### src/rtl/ram_rd_pkg.sv
// rtl/ram_rd_pkg.sv - shared types and constants for the RAM stream reader
package ram_rd_pkg;

  // Command sequencing states of the reader
  typedef enum logic [1:0] {
    IDLE  = 2'd0,
    RUN   = 2'd1,
    DRAIN = 2'd2,
    FIN   = 2'd3
  } rd_state_e;

  // Output buffer entries; also the cap on words in flight plus buffered
  localparam int RD_BUF_DEPTH = 2;

endpackage

### src/rtl/rd_skid_fifo2.sv
// rtl/rd_skid_fifo2.sv - two-entry output buffer driving the m_valid/m_data stream
module rd_skid_fifo2 #(
  parameter int WIDTH = 8
) (
  input  logic             clk,
  input  logic             rst_n,
  input  logic             push,
  input  logic [WIDTH-1:0] push_data,
  input  logic             m_ready,
  output logic             m_valid,
  output logic [WIDTH-1:0] m_data,
  output logic             pop,
  output logic [1:0]       count,
  output logic             full,
  output logic             empty
);

  logic [WIDTH-1:0] head_q, head_d;
  logic [WIDTH-1:0] tail_q, tail_d;
  logic [1:0]       count_q, count_d;

  assign empty   = (count_q == 2'd0);
  assign full    = (count_q == 2'd2);
  assign count   = count_q;
  assign m_valid = !empty;
  assign m_data  = head_q;
  assign pop     = m_valid && m_ready;

  // Head is always the oldest word; a pop shifts the tail word forward
  always_comb begin
    head_d  = head_q;
    tail_d  = tail_q;
    count_d = count_q;
    case ({push, pop})
      2'b10: begin
        if (count_q == 2'd0) head_d = push_data;
        else                 tail_d = push_data;
        count_d = count_q + 2'd1;
      end
      2'b01: begin
        head_d  = tail_q;
        count_d = count_q - 2'd1;
      end
      2'b11: begin
        if (count_q == 2'd1) begin
          head_d = push_data;
        end else begin
          head_d = tail_q;
          tail_d = push_data;
        end
      end
      default: ;
    endcase
  end

  // Buffer storage and occupancy
  always_ff @(posedge clk or negedge rst_n) begin
    if (!rst_n) begin
      head_q  <= '0;
      tail_q  <= '0;
      count_q <= 2'd0;
    end else begin
      head_q  <= head_d;
      tail_q  <= tail_d;
      count_q <= count_d;
    end
  end

endmodule

### src/rtl/ram_stream_reader.sv
// rtl/ram_stream_reader.sv - streams LEN words from RAM port B starting at BASE
module ram_stream_reader
  import ram_rd_pkg::*;
#(
  parameter int ADDR  = 4,
  parameter int WIDTH = 8,
  parameter int DEPTH = 12
) (
  input  logic             clk,
  input  logic             rst_n,
  input  logic             start,
  input  logic [ADDR-1:0]  base_addr,
  input  logic [ADDR:0]    len,
  output logic             busy,
  output logic             done,
  output logic             enb,
  output logic [ADDR-1:0]  addrb,
  input  logic [WIDTH-1:0] doutb,
  output logic             m_valid,
  output logic [WIDTH-1:0] m_data,
  input  logic             m_ready
);

  localparam logic [ADDR-1:0] LAST_ADDR = ADDR'(DEPTH - 1);

  rd_state_e       state_q, state_d;
  logic [ADDR-1:0] addr_q, addr_d;
  logic [ADDR:0]   remaining_q, remaining_d;
  logic            inflight_q, inflight_d;
  logic [ADDR-1:0] addrb_q, addrb_d;
  logic            done_q, done_d;

  logic            issue;
  logic [ADDR-1:0] issue_addr;
  logic [2:0]      occupancy;
  logic            credit_ok;
  logic            buf_pop;
  logic [1:0]      buf_count;
  logic            buf_full;
  logic            buf_empty;

  function automatic logic [ADDR-1:0] next_addr(input logic [ADDR-1:0] a);
    return (a == LAST_ADDR) ? '0 : a + 1'b1;
  endfunction

  // Read issue: the first read goes out in the start cycle; a pop in the same
  // cycle frees its slot, which keeps the stream bubble-free at m_ready=1
  always_comb begin
    issue_addr = (state_q == IDLE) ? base_addr : addr_q;
    occupancy  = 3'(inflight_q) + 3'(buf_count) - 3'(buf_pop);
    credit_ok  = (occupancy < 3'(RD_BUF_DEPTH)) && !buf_full;
    case (state_q)
      IDLE:    issue = start && (len != '0) && credit_ok;
      RUN:     issue = (remaining_q != '0) && credit_ok;
      default: issue = 1'b0;
    endcase
  end

  assign enb   = issue;
  assign addrb = issue ? issue_addr : addrb_q;
  assign busy  = (state_q != IDLE);
  assign done  = done_q;

  // Command sequencing, address walk with modulo-DEPTH wrap, remaining count
  always_comb begin
    state_d     = state_q;
    addr_d      = addr_q;
    remaining_d = remaining_q;
    inflight_d  = issue;
    addrb_d     = addrb;
    done_d      = 1'b0;
    case (state_q)
      IDLE: begin
        if (start) begin
          addr_d      = issue ? next_addr(base_addr) : base_addr;
          remaining_d = len - {{ADDR{1'b0}}, issue};
          if (len == '0)                        state_d = FIN;
          else if (len == {{ADDR{1'b0}}, 1'b1}) state_d = DRAIN;
          else                                  state_d = RUN;
        end
      end
      RUN: begin
        if (issue) begin
          addr_d      = next_addr(addr_q);
          remaining_d = remaining_q - 1'b1;
          if (remaining_q == {{ADDR{1'b0}}, 1'b1}) state_d = DRAIN;
        end
      end
      DRAIN: begin
        if (!inflight_q && buf_empty) state_d = FIN;
      end
      default: begin
        done_d  = 1'b1;
        state_d = IDLE;
      end
    endcase
  end

  // Control state registers
  always_ff @(posedge clk or negedge rst_n) begin
    if (!rst_n) begin
      state_q     <= IDLE;
      addr_q      <= '0;
      remaining_q <= '0;
      inflight_q  <= 1'b0;
      addrb_q     <= '0;
      done_q      <= 1'b0;
    end else begin
      state_q     <= state_d;
      addr_q      <= addr_d;
      remaining_q <= remaining_d;
      inflight_q  <= inflight_d;
      addrb_q     <= addrb_d;
      done_q      <= done_d;
    end
  end

  rd_skid_fifo2 #(.WIDTH(WIDTH)) u_buf (
    .clk       (clk),
    .rst_n     (rst_n),
    .push      (inflight_q),
    .push_data (doutb),
    .m_ready   (m_ready),
    .m_valid   (m_valid),
    .m_data    (m_data),
    .pop       (buf_pop),
    .count     (buf_count),
    .full      (buf_full),
    .empty     (buf_empty)
  );

endmodule
### config.mk
export PLATFORM = sky130hd
export DESIGN_NAME = ram_stream_reader
export DESIGN_NICKNAME = d
export VERILOG_FILES = /design/src/rtl/ram_rd_pkg.sv /design/src/rtl/rd_skid_fifo2.sv /design/src/rtl/ram_stream_reader.sv
export SDC_FILE = /design/constraint.sdc
export NUM_CORES = 1
export LEC_CHECK = 0
export ABC_AREA = 1
export CORE_ASPECT_RATIO = 0.7
export CORE_MARGIN = 1.5
export CORE_UTILIZATION = 45
export CTS_CLUSTER_DIAMETER = 100
export DETAILED_ROUTE_END_ITERATION = 6
export PLACE_DENSITY_LB_ADDON = 0.05
export SYNTH_ARGS = -nofsm -noshare
export SYNTH_HDL_FRONTEND = slang
export SYNTH_SLANG_ARGS = --single-unit
### constraint.sdc
create_clock -name clk -period 5.55 [get_ports clk]
set_clock_uncertainty 0.05 [all_clocks]
set_input_delay 1.665 -clock clk [delete_from_list [all_inputs] [get_ports clk]]
set_output_delay 1.665 -clock clk [all_outputs]
set_load 0.05 [all_outputs]
Yosys cells after proc, flatten, opt, wreduce, memory -nomap -nowiden
Index checks and enable logic that the tools add are counted.
{ "totals": {"output_inout_bits": 16, "input_bits": 21, "register_bits": 35} }
{ "classes": {"n_mux": 27, "n_reduce_logical": 24, "n_eq_ne": 18, "addsub": 8, "order_cmp": 1} }
{ "ops": {"columns": ["operator", "n"], "rows": [
  ["$mux 8", 4],
  ["$mux 4", 7],
  ["$pmux 8 s3", 1],
  ["$pmux 8 s2", 1],
  ["$ne 2x2->1 const B", 7],
  ["$mux 2", 6],
  ["$eq 5x1->1 const B", 2],
  ["$mux 5", 2],
  ["$pmux 5 s2", 1],
  ["$reduce_bool 5->1", 2],
  ["$add 4x1->4 const B", 2],
  ["$eq 2x2->1 const B", 4],
  ["$eq 4x4->1 const B", 2],
  ["$pmux 4 s2", 1],
  ["$reduce_bool 2->1", 4],
  ["$eq 2x1->1 const B", 3],
  ["$logic_and 1x1->1", 6],
  ["$pmux 2 s3", 1],
  ["$reduce_and 3->1", 2],
  ["$logic_not 5->1", 1],
  ["$sub 5x1->5", 1],
  ["$sub 5x1->5 const B", 1],
  ["$logic_not 2->1", 2],
  ["$pmux 2 s2", 1],
  ["12 further kinds", 14]
]} }

Depth between registers and ports, before layout
{ "logic_depth": {"ltp_word": 11, "depth_mapped": 21, "mapped_depth_nobuf": 21} }

Modules after synthesis
From an unflattened synthesis, not the netlist that was laid out.
{ "unflattened": {"cells_unflattened": 315, "hier_area_um2": 2401.1} }
{ "by_module_without_submodules": {"columns": ["module", "cells_each", "area_per_inst_um2", "instances"], "rows": [
  ["ram_stream_reader", 188, 1412.6, 1],
  ["rd_skid_fifo2", 127, 988.4, 1]
]} }

Least setup slack after synthesis
Ideal clock, no wire load.
{ "synth_path": {"kind": "in2out", "from": "input m_ready", "to": "output addrb[0]", "path_stages": 12, "n_path_buf": 0, "t_arrival_ns": 4.099, "setup_slack_ns": -0.264, "path_cell_list": "nand2_4 -> nor2_1 -> o21ai_0 -> fa_1 -> inv_1 -> nor2_1 -> nand3_2 -> nor2_2 -> nand3_2 -> inv_4 -> nor2_1 -> a31oi_1"} }
{ "synth_via": {"elab_chain_cells": 7, "elab_cells_between_ends": 8, "classes_between": "1 x add/sub; 1 x order compare; 2 x mux; 4 x reduce/logical"} }
{ "synth_rtl": {"columns": ["element", "line_no", "text"], "rows": [
  ["start: declaration", "ram_stream_reader.sv:21", "input logic m_ready"],
  ["$logic_and 1x1->1 *", "rd_skid_fifo2.sv:27", "assign pop = m_valid && m_ready;"],
  ["$sub 3x1->3 *", "ram_stream_reader.sv:50", "occupancy = 3'(inflight_q) + 3'(buf_count) - 3'(buf_pop);"],
  ["$lt 3x2->1 *", "ram_stream_reader.sv:51", "credit_ok = (occupancy < 3'(RD_BUF_DEPTH)) && !buf_full;"],
  ["$logic_and 1x1->1 *", "ram_stream_reader.sv:51", null],
  ["$logic_and 1x1->1, on equally long branches", "ram_stream_reader.sv:54, ram_stream_reader.sv:53", null],
  ["$pmux 1 s2 *", "ram_stream_reader.sv:52", "case (state_q)"],
  ["named net enb", "ram_stream_reader.sv:16", "output logic enb,"],
  ["$mux 4 *", "ram_stream_reader.sv:60", "assign addrb = issue ? issue_addr : addrb_q;"],
  ["end: declaration", "ram_stream_reader.sv:17", "output logic [ADDR-1:0] addrb,"]
]} }
Mark *: on every way through the listed nets, which the timed path passes. The rest lies on a longest branch.

Final worst setup path
{ "layout_path": {"from": "input m_ready", "to": "output addrb[0]"} }
{ "layout_via": {"elab_chain_cells": 7, "elab_cells_between_ends": 8, "classes_between": "1 x add/sub; 1 x order compare; 2 x mux; 4 x reduce/logical"} }
{ "layout_rtl": {"columns": ["element", "line_no"], "rows": [
  ["$logic_and 1x1->1 *", "rd_skid_fifo2.sv:27"],
  ["$sub 3x1->3 *", "ram_stream_reader.sv:50"],
  ["$lt 3x2->1 *", "ram_stream_reader.sv:51"],
  ["$logic_and 1x1->1 *", "ram_stream_reader.sv:51"],
  ["$logic_and 1x1->1, on equally long branches", "ram_stream_reader.sv:54, ram_stream_reader.sv:53"],
  ["$pmux 1 s2 *", "ram_stream_reader.sv:52"],
  ["$mux 4 *", "ram_stream_reader.sv:60"]
]} }
Mark *: on every way between the ends. The rest lies on a longest branch, timed or not.

==> impl_metrics.xml <==
<?xml version="1.0" encoding="UTF-8"?>
<metrics>
  <group name="run_status">
    <metric name="outcome" unit="">finished clean</metric>
  </group>
  <group name="detailed_routing">
    <metric name="post_drt_via_cell_ratio" unit="">4.740</metric>
    <metric name="drc" unit="">0</metric>
    <metric name="antenna_violating_nets_remaining" unit="">0</metric>
    <metric name="post_drt_wl_per_cell" unit="um">11.85</metric>
    <metric name="detailroute.via_count" unit="">1948</metric>
    <metric name="violation_count_after_the_first_detailed_routing_iteration" unit="">110</metric>
    <metric name="detailed_router_iteration_count_before_antenna_repair" unit="">4</metric>
    <metric name="routed_wl" unit="mm">4.869</metric>
  </group>
  <group name="yosys">
    <metric name="synthesis.area_per_instance" unit="um^2">7.886</metric>
    <metric name="post_synth_instance_area" unit="mm^2">0.002295</metric>
    <metric name="synthesis.yosys.warnings" unit="">0</metric>
    <metric name="postSynth.asyncResetShare" unit="%">100.0</metric>
    <metric name="synth-seq-cells" unit="">35</metric>
    <metric name="post_synth_most_frequent_cells" unit="">54 x nand2_1, 49 x inv_1, 35 x dfrtp_1</metric>
    <metric name="synthDistinctLibCells" unit="">36</metric>
    <metric name="synth_ff_type" unit="">dfrtp_1</metric>
    <metric name="synth_most_common_cell" unit="">nand2_1</metric>
    <metric name="synth_top_area_share" unit="%">38.17</metric>
    <metric name="netlist_instances" unit="">291</metric>
    <metric name="synth_area_leader_cell" unit="">dfrtp_1</metric>
    <metric name="seq_area_frac_synth" unit="%">38.17</metric>
    <metric name="synth.top_cells.by_area" unit="">dfrtp_1 38%, nand2_1 8.8%, ha_1 8.2%</metric>
    <metric name="postSynthNetCount" unit="">328</metric>
    <metric name="post_synth_edffs" unit="">0</metric>
  </group>
  <group name="worst_setup_path">
    <metric name="critical_path_peak_fanout" unit="">5</metric>
    <metric name="worstSetupPathType" unit="">input pin to primary output</metric>
    <metric name="path_cells" unit="">clkdlybuf4s15_1 -&gt; nand2_4 -&gt; inv_4 -&gt; nor2_4 -&gt; o21ai_2 -&gt; fa_1 -&gt; inv_1 -&gt; nor2_2 -&gt; nand3_2 -&gt; nor2_4 -&gt; nand3_4 -&gt; inv_4 -&gt; nor2_1 -&gt; a31oi_2 -&gt; buf_12</metric>
    <metric name="critical_path.n_buffers_inverters" unit="">5</metric>
    <metric name="critPathCaptureType" unit="">primary output</metric>
    <metric name="worst_path_largest_cell_delay" unit="ps">500</metric>
    <metric name="path_delay_family" unit="">simple AND/OR/NAND/NOR gates</metric>
    <metric name="arrival" unit="ps">3650</metric>
    <metric name="timing.critical_path.slowest_stage_cell" unit="">fa_1</metric>
    <metric name="start_kind" unit="">input pin</metric>
    <metric name="critical_path_required" unit="ps">3840</metric>
  </group>
  <group name="finish">
    <metric name="nFillCells" unit="">429</metric>
    <metric name="multiInputGateArea" unit="mm^2">0.001191</metric>
    <metric name="number_of_nets_in_the_layout" unit="">378</metric>
    <metric name="antenna_diode_instance_count" unit="">0</metric>
    <metric name="final_core_util" unit="%">62.19</metric>
    <metric name="drive_gt1_share" unit="%">17.84</metric>
    <metric name="finish.cell_count_without_fillers" unit="">411</metric>
    <metric name="seqCellArea" unit="um^2">875.8</metric>
    <metric name="area_growth_syn_to_layout" unit="%">31.02</metric>
  </group>
  <group name="global_routing">
    <metric name="globalRouteTotalUtil" unit="%">19.82</metric>
    <metric name="global_route.overflow_total" unit="">0</metric>
    <metric name="via_count_of_the_first_global_routing_pass" unit="">1889</metric>
    <metric name="grt_max_degree" unit="">36</metric>
    <metric name="antenna_found_initial" unit="">0</metric>
    <metric name="grt_pass1_wl" unit="mm">8.659</metric>
  </group>
  <group name="place">
    <metric name="gp_congestion" unit="">0.8489</metric>
    <metric name="place_ws" unit="ps">-301.5</metric>
    <metric name="count_of_input_and_output_buffers" unit="">36</metric>
    <metric name="cells_after_dpl" unit="">398</metric>
    <metric name="dpl.hpwl" unit="mm">3.702</metric>
  </group>
  <group name="timing">
    <metric name="timing.slew.headroom" unit="%">58.89</metric>
    <metric name="rsz0062_at_grt" unit="">false</metric>
    <metric name="layout_worst_path_cycle_share" unit="%">96.74</metric>
    <metric name="fin_crit" unit="ps">5369</metric>
    <metric name="final.setup.worst_slack" unit="ps">181.1</metric>
    <metric name="setup_viol" unit="">0</metric>
    <metric name="hold_violations" unit="">0</metric>
    <metric name="finalMaxSlewViolations" unit="">0</metric>
    <metric name="tightestPinTransition" unit="ps">616.6</metric>
    <metric name="fmax" unit="MHz">186.3</metric>
    <metric name="sum_of_negative_setup_slack" unit="ps">0</metric>
  </group>
  <group name="die">
    <metric name="die_width" unit="um">88.35</metric>
    <metric name="die-area" unit="mm^2">0.005544</metric>
    <metric name="rows" unit="">21</metric>
    <metric name="design.portCount" unit="">37</metric>
    <metric name="core-area" unit="mm^2">0.004835</metric>
    <metric name="die_y" unit="um">62.75</metric>
    <metric name="starting_density_of_the_core" unit="%">47.46</metric>
  </group>
  <group name="cts">
    <metric name="cts_max_level" unit="">2</metric>
    <metric name="worst_skew_pair.late_latency" unit="ps">290</metric>
    <metric name="cts.hold.buffers_added" unit="">0</metric>
    <metric name="clockRootBuffer" unit="">clkbuf_8</metric>
    <metric name="tritoncts" unit="">built</metric>
    <metric name="numClockSinks" unit="">35</metric>
    <metric name="clockBufferDepth" unit="">2</metric>
    <metric name="clkTransAtPathRegs" unit="ps">70</metric>
    <metric name="cts_made_buffers" unit="">5</metric>
  </group>
  <group name="power_and_ir_drop">
    <metric name="irDropWorstVdd" unit="V">0.0003888</metric>
    <metric name="p_leak" unit="nW">1.465</metric>
    <metric name="power.density" unit="mW/mm^2">703.0</metric>
  </group>
  <group name="hold_path">
    <metric name="hold_path.class" unit="">register to register</metric>
  </group>
  <group name="job">
    <metric name="maxCapViolations" unit="">0</metric>
  </group>
</metrics>
-- final cells by class --
type,count,area share (%)
multi-input combinational,194,39.62
sequential,35,29.13
timing repair buffer,48,17.06
inverter,56,7.158
tap,69,2.871
clock buffer,6,2.747
clock inverter,2,1.165
timing repair inverter,1,0.2497
-- worst reg2reg max path, cell delays in order (launching register included) --
cell	delay (ps)
dfrtp_1	420
inv_1	130
ha_1	250
inv_2	110
nand2_4	80
nor2_2	110
o21ai_2	70
fa_1	500
inv_1	40
nor2_2	80
nand3_2	100
nor2_4	130
nand3_4	110
buf_12	150
clkinvlp_4	100
buf_4	150
ha_1	200
ha_1	200
nand2_1	80
a21oi_1	120
o21ai_0	100
a21o_1	180
nand2_1	50
-- routing by layer --
layer | up-vias | global-route usage [%] | wire, um
met3 | 8 | 4.227 | 251
li1 | 1031 | - | -
met2 | 39 | 26.34 | 1908
met5 | - | 0 | 0
met1 | 870 | 31.80 | 2643
met4 | 0 | 5.469 | 66
-- cell usage in the layout (no fill, tap or decap), types with 6 or more instances in the layout --
cell type,synthesis,layout
nand3_1,13,13
clkdlybuf4s50_1,0,30
o21ai_0,18,17
a21oi_1,9,9
inv_1,49,49
buf_4,1,11
ha_1,15,15
clkbuf_8,0,6
o22ai_1,8,8
nor2_1,26,23
buf_12,1,6
dfrtp_1,35,35
o21ai_1,9,9
nand2_1,54,54
-- per-stage QoR --
stage	power, W	instance area [um^2]	hold WS [ps]
floorplan	0.001402	2295	411.7
global placement	0.001772	2791	432.9
detailed placement	0.001787	2791	441.0
CTS	0.002098	2967	459.2
global route	0.002292	3007	482.4
finish	0.002114	3007	452.9
-- power by group --
group	switching, W	total (W)	internal [W]
Clock	0.0000974	0.000243	0.000145
Combinational	0.000850	0.00140	0.000553
Sequential	0.0000799	0.000467	0.000387
Total	0.00103	0.00211	0.00109
-- logic make-up (layout without fill, tap and decap cells) --
kind of cell | Yosys count | after routing | synth area share (%)
AND/OR/NAND/NOR | 111 | 111 | 22.90
buffers and inverters | 62 | 113 | 12.00
adder cells (fa/ha/maj) | 16 | 16 | 9.051
flip-flops | 35 | 35 | 38.17
XOR/XNOR | 5 | 5 | 1.908
AO/OA/AOI/OAI | 62 | 62 | 15.98
-- sequential cells by signal (all words and copies together) (netlist names) --
name          cells
u_buf.count       2
addr_q            4
done              1
addrb_q           4
u_buf.tail_q      8
state_q           2
remaining_q       5
u_buf.m_data      8
inflight_q        1
-- final timing paths --
kind | slack, ps | startpoint | depth (start not counted) | to
max in group asynchronous | 3400 | rst_n | 2 | remaining_q[4]
min in group asynchronous | 1730 | rst_n | 2 | u_buf.m_data[5]
worst min-delay path | 450 | remaining_q[4] | 2 | remaining_q[4]
worst max-delay path | 180 | m_ready | 15 | addrb[0]
worst max register to register | 1990 | u_buf.count[0] | 22 | remaining_q[4]
worst min register to register | 450 | remaining_q[4] | 2 | remaining_q[4]
-- what timing repair did --
action,CTS,global route
cloned,1,0
resized for setup,9,4
hold endpoints to repair,0,0
endpoints found under the setup margin,5,4
setup buffers,2,2
pin swaps,3,5
Power figures use the tool's default switching activity.
==> variant 1, RTL diff (config.mk and constraints unchanged) <==
The parameter `ADDR` goes from 4 to 6.
--- a/src/rtl/ram_stream_reader.sv
+++ b/src/rtl/ram_stream_reader.sv
@@ -2,7 +2,7 @@
 module ram_stream_reader
   import ram_rd_pkg::*;
 #(
-  parameter int ADDR  = 4,
+  parameter int ADDR  = 6,
   parameter int WIDTH = 8,
   parameter int DEPTH = 12
 ) (
Ports: changed (resized addrb, base_addr and len); port bits go from 37 to 43. No check against the original RTL was run, so the function may have changed too.
==> variant 1 against the unedited design <==
Combinational power up 16%; utilization decreased by 1.5 points; worst setup slack worse by 0.044 ns; sequential power is 21% higher; synthesized area up 19%; routed wire length increased by 30%; sequential cell count rose by 6; worst hold slack improved by 0.030 ns; total power grew 15%; global-route usage up 2.0 points; cell area up 17%.
==> variant 1: results (changes against the unedited design) <==
Status
  – Status: complete, no violations (unchanged)

Critical path
  – Critical path's largest stage delay: 0.48 ns (was 0.50 ns)
  – Crit path to: addrb[5] (was addrb[0])
  – R2r endpoint: remaining_q[6] (was remaining_q[4])
  – R2R Setup Slk: 1.82 ns (was 1.99 ns)
  – CP Max Fanout: 6 (was 5)

Power and ir drop
  – Leak pwr: 1.751 nW (was 1.465 nW)
  – Flop pwr share: 0.231 (was 0.221)
  – P_int: 1.225 mW (was 1.086 mW)
  – Clock Power Share: 0.105 (was 0.115)

Placed design
  – Cell Count Post-Placement: 488 (was 398)
  – Worst slack, placed: -0.1966 ns (was -0.3015 ns)
  – Placer congestion estimate: 0.8745 (was 0.8489)
  – DP HPWL: 4514 µm (was 3702 µm)
  – Placed standard-cell area: 3344 µm² (was 2791 µm²)
  – IO Port Bufs: 42 (was 36)

Synthesis
  – Post-synthesis sequential area ratio: 0.3744 (was 0.3817)
  – Post-Synthesis Cells: 371 (was 291)
  – Syn Nets: 413 (was 328)
  – Post-synth cell types: 31 (was 36)
  – Largest cells by area after synthesis: dfrtp_1 (37%), nand2_1 (11%), inv_1 (7.4%), ha_1 (7.3%), o21ai_0 (6.9%) (was dfrtp_1 (38%), nand2_1 (8.8%), ha_1 (8.2%), inv_1 (8.0%), nor2_1 (4.3%))
  – Most common library cells after synthesis: nand2_1 (82), inv_1 (54), dfrtp_1 (41) (was nand2_1 (54), inv_1 (49), dfrtp_1 (35))
  – Post-synthesis register bit count: 41 (was 35)

Global routing
  – Global-route wire length before repair: 10,790 µm (was 8659 µm)
  – GRT Total Usage: 0.2180 (was 0.1982)
  – Number of global-route vias before repair: 2,298 (was 1,889)

Cells and area
  – Multi-input combinational area share: 0.4213 (was 0.3962)
  – Multi-In Gates: 263 (was 194)
  – Non-clk invs: 60 (was 57)
  – Nonclk buf count: 54 (was 48)
  – Register area: 1026 µm² (was 875.8 µm²)
  – NonClk Buf Share: 0.1628 (was 0.1706)

Worst hold path
  – Hold EP: remaining_q[0] (was remaining_q[4])

Routing
  – Router iterations before antenna repair: 5 (was 4)
  – DR WL/cell: 12.63 µm (was 11.85 µm)

Timing
  – Hold Slack: 0.4830 ns (was 0.4529 ns)
  – Max Clock Freq: 184.8 MHz (was 186.3 MHz)
[variant 1: cell types whose count changed after synthesis, sizes merged, moves of 6 or more]
cell / before / now
dfrtp: 35 / 41
o21ai: 31 / 54
nand2: 59 / 87
nand3: 17 / 27
[variant 1: cell families after synthesis]
family	count (synthesis)	synth area share
adders and majority gates	17	0.08036
DFF	41	0.3744
and+or+nand+nor	156	0.2539
xor gates and xnor gates	10	0.03196
buffers and inverters	68	0.1005
AOI/OAI and AO/OA	79	0.1589
[variant 1: repair_timing]
item,4_1_cts,5_1_grt
pin swaps,8,4
gates cloned,1,0
buffers inserted,3,1
gates resized for setup,9,1
setup endpoints to repair,7,6
[variant 1: routing by layer]
layer  global-route usage  part of all wire
met5                    0                 0
met4              0.06250             0.013
met3              0.04000             0.059
met2               0.3151              0.39
met1               0.3285              0.53
==> variant 2, RTL diff (same flow settings) <==
Made on the original files. The 4 states of `rd_state_e` get a one-hot encoding in 4 bits.
--- a/src/rtl/ram_rd_pkg.sv
+++ b/src/rtl/ram_rd_pkg.sv
@@ -2,11 +2,11 @@
 package ram_rd_pkg;
 
   // Command sequencing states of the reader
-  typedef enum logic [1:0] {
-    IDLE  = 2'd0,
-    RUN   = 2'd1,
-    DRAIN = 2'd2,
-    FIN   = 2'd3
+  typedef enum logic [3:0] {
+    IDLE  = 4'b0001,
+    RUN   = 4'b0010,
+    DRAIN = 4'b0100,
+    FIN   = 4'b1000
   } rd_state_e;
 
   // Output buffer entries; also the cap on words in flight plus buffered
Function: same outputs for any inputs over 10 cycles, from zero or initial values and one cycle with rst_n low; not proved beyond that.
==> variant 2 against the unedited design <==
Cell area shrank 2.2%; synthesized area shrank 3.8%; clock power shrank 25%; total power shrank 8.0%; sequential power grew 7.9%; worst setup slack gained 0.0093 ns; sequential cell count grew 2; routed wire length grew 1.2%; critical path type unchanged.
==> variant 2: results (changes against the unedited design) <==
Clocking
  – Clock-pin slew on the worst setup and hold paths: 0.07 ns (about the same)
  – TritonCTS Buffers: 5 (unchanged)
  – Clk_lat worst skew: 0.29 ns (about the same)
  – Root Driver: clkbuf_8 (unchanged)
  – H-tree levels: 2 (unchanged)
  – Clock Path Buffers: 2 (unchanged)

Global routing
  – Number of antenna violations at the first check in global routing: 0 (unchanged)
  – Global-route wire length before repair: 8121 µm (was 8659 µm)
  – Overflow after GRT: 0 (unchanged)
  – Number of global-route vias before repair: 1,682 (was 1,889)
  – Pin count of the biggest net entering global routing: 38 (was 36)
  – GRT Total Usage: 0.2005 (was 0.1982)

Routing
  – First DRT Iteration DRCs: 99 (was 110)
  – Router iterations before antenna repair: 4 (unchanged)
  – Total length of routed met3 wires: 267 µm (was 251 µm)
  – Top Metal Used: met4 (unchanged)
  – DR WL/cell: 12.42 µm (was 11.85 µm)
  – Vias/cell: 4.892 (was 4.740)
  – M1 WL: 2737 µm (was 2643 µm)
  – Met2 routed WL: 1883 µm (was 1908 µm)

Cells and area
  – Ant diodes: 0 (unchanged)
  – Number of fillers in the final layout: 421 (was 429)
  – Nets: 358 (was 378)
  – Layout cells sized above 1: 0.2134 (was 0.1784)

Synthesis
  – Ys flop type: dfrtp_1 (unchanged)
  – Synth warnings: 0 (unchanged)
  – Syn Nets: 302 (was 328)
  – Ys async rst share: 1.000 (unchanged)
  – Most common library cells after synthesis: nand2_1 (57), nor2_1 (39), dfrtp_1 (36) (was nand2_1 (54), inv_1 (49), dfrtp_1 (35))
  – Post-synthesis sequential area ratio: 0.4201 (was 0.3817)
  – Post-synth cell types: 31 (was 36)
  – Largest cells by area after synthesis: dfrtp_1 (41%), nand2_1 (9.7%), nor2_1 (6.6%), nand3_1 (5.4%), ha_1 (5.1%) (was dfrtp_1 (38%), nand2_1 (8.8%), ha_1 (8.2%), inv_1 (8.0%), nor2_1 (4.3%))

Status
  – Status: complete, no violations (unchanged)

Worst hold path
  – Worst hold start: u_buf.tail_q[1] (was remaining_q[4])
  – Hold EP: u_buf.tail_q[1] (was remaining_q[4])
  – Hold path depth: 1 (was 2)
  – Min-Delay Path Class: flop to flop (unchanged)

Placed design
  – IO Port Bufs: 36 (unchanged)
  – Placed standard-cell area: 2774 µm² (was 2791 µm²)
  – DP HPWL: 3675 µm (was 3702 µm)
  – Placer congestion estimate: 0.8963 (was 0.8489)
  – Worst slack, placed: -0.2663 ns (was -0.3015 ns)

Power and ir drop
  – Pwr Density: 661.3 nW/µm² (was 703.0 nW/µm²)
  – Max VDD drop: 514.3 µV (was 388.8 µV)
  – Leak pwr: 1.413 nW (was 1.465 nW)

Critical path
  – R2R Setup Slk: 2.13 ns (was 1.99 ns)
  – Reg2Reg Depth: 20 (was 22)
  – WP data arrival: 3.64 ns (was 3.65 ns)
  – CP Max Fanout: 8 (was 5)
  – Reg-to-reg critical path startpoint: u_buf.count[1] (was u_buf.count[0])
  – R2r endpoint: remaining_q[4] (unchanged)

Timing
  – Measured slew at the worst slew-check pin: 0.8610 ns (was 0.6166 ns)
  – Hold Slack: 0.4572 ns (was 0.4529 ns)
-- variant 2: cells by family (layout without fill, tap and decap cells) --
family	after synthesis	in the layout	synth area share
XOR/XNOR	5	5	0.01984
flip-flops	37	37	0.4201
buffers and inverters	35	92	0.06689
multiplexers	8	8	0.04082
adder cells (fa/ha/maj)	10	10	0.06009
AND/OR/NAND/NOR	136	136	0.2829
AO/OA/AOI/OAI	40	40	0.1094
-- variant 2: how the worst max path moves through the flow --
stage | cells after the start | endpoint | startpoint | slack, ns
2_1_floorplan | 12 | addrb[0] | m_ready | -0.11
3_3_place_gp | 14 | addrb[0] | m_ready | -0.20
3_5_place_dp | 14 | addrb[2] | m_ready | -0.27
4_1_cts | 15 | addrb[2] | m_ready | 0.06
5_1_grt | 15 | addrb[1] | m_ready | 0.08
6_report | 15 | addrb[3] | m_ready | 0.19
-- variant 2: power breakdown --
part	switching, mW	internal [mW]
combinational	0.756	0.503
sequential	0.0939	0.410
clock	0.0945	0.0871
-- variant 2: area by class of cell --
type / instances / area [µm²] / area share
clock buffers: 6 / 72.57 / 0.02468
clock inverters: 2 / 10.01 / 0.003404
inverters: 32 / 125.1 / 0.04255
multi-input cells: 199 / 1199 / 0.4077
flip-flops and latches: 37 / 927.1 / 0.3153
well taps: 69 / 86.33 / 0.02936
repair buffers: 52 / 520.5 / 0.1770
-- variant 2: per-stage QoR --
stage | total power [mW] | cells
floorplan | 1.324 | 271
global placement | 1.688 | 383
global route | 2.113 | 397
detailed placement | 1.696 | 383
finish | 1.944 | 397
CTS | 1.911 | 394
-- variant 2: layer usage --
layer,vias to the layer above,global-route usage
li1,1013,-
met1,881,0.3092
met2,43,0.2779
met3,5,0.05094
met4,0,0.04839
met5,-,0
-- variant 2: what timing repair did --
| item | 4_1_cts | 5_1_grt |
|---|---|---|
| endpoints found under the setup margin | 5 | 4 |
| gates resized for setup | 5 | 10 |
| buffers inserted | 3 | 3 |
| pin swaps | 5 | 7 |
-- variant 2: worst max-delay path, cell delays in order --
cell	delay (ns)
clkbuf_2	0.10
nand2_2	0.10
inv_2	0.05
nor2_2	0.11
o21ai_2	0.07
fa_1	0.51
inv_1	0.05
nor2_2	0.11
nand3_2	0.10
nor2_4	0.15
nand3_4	0.10
inv_6	0.10
nor2_1	0.05
a31oi_2	0.22
buf_12	0.17
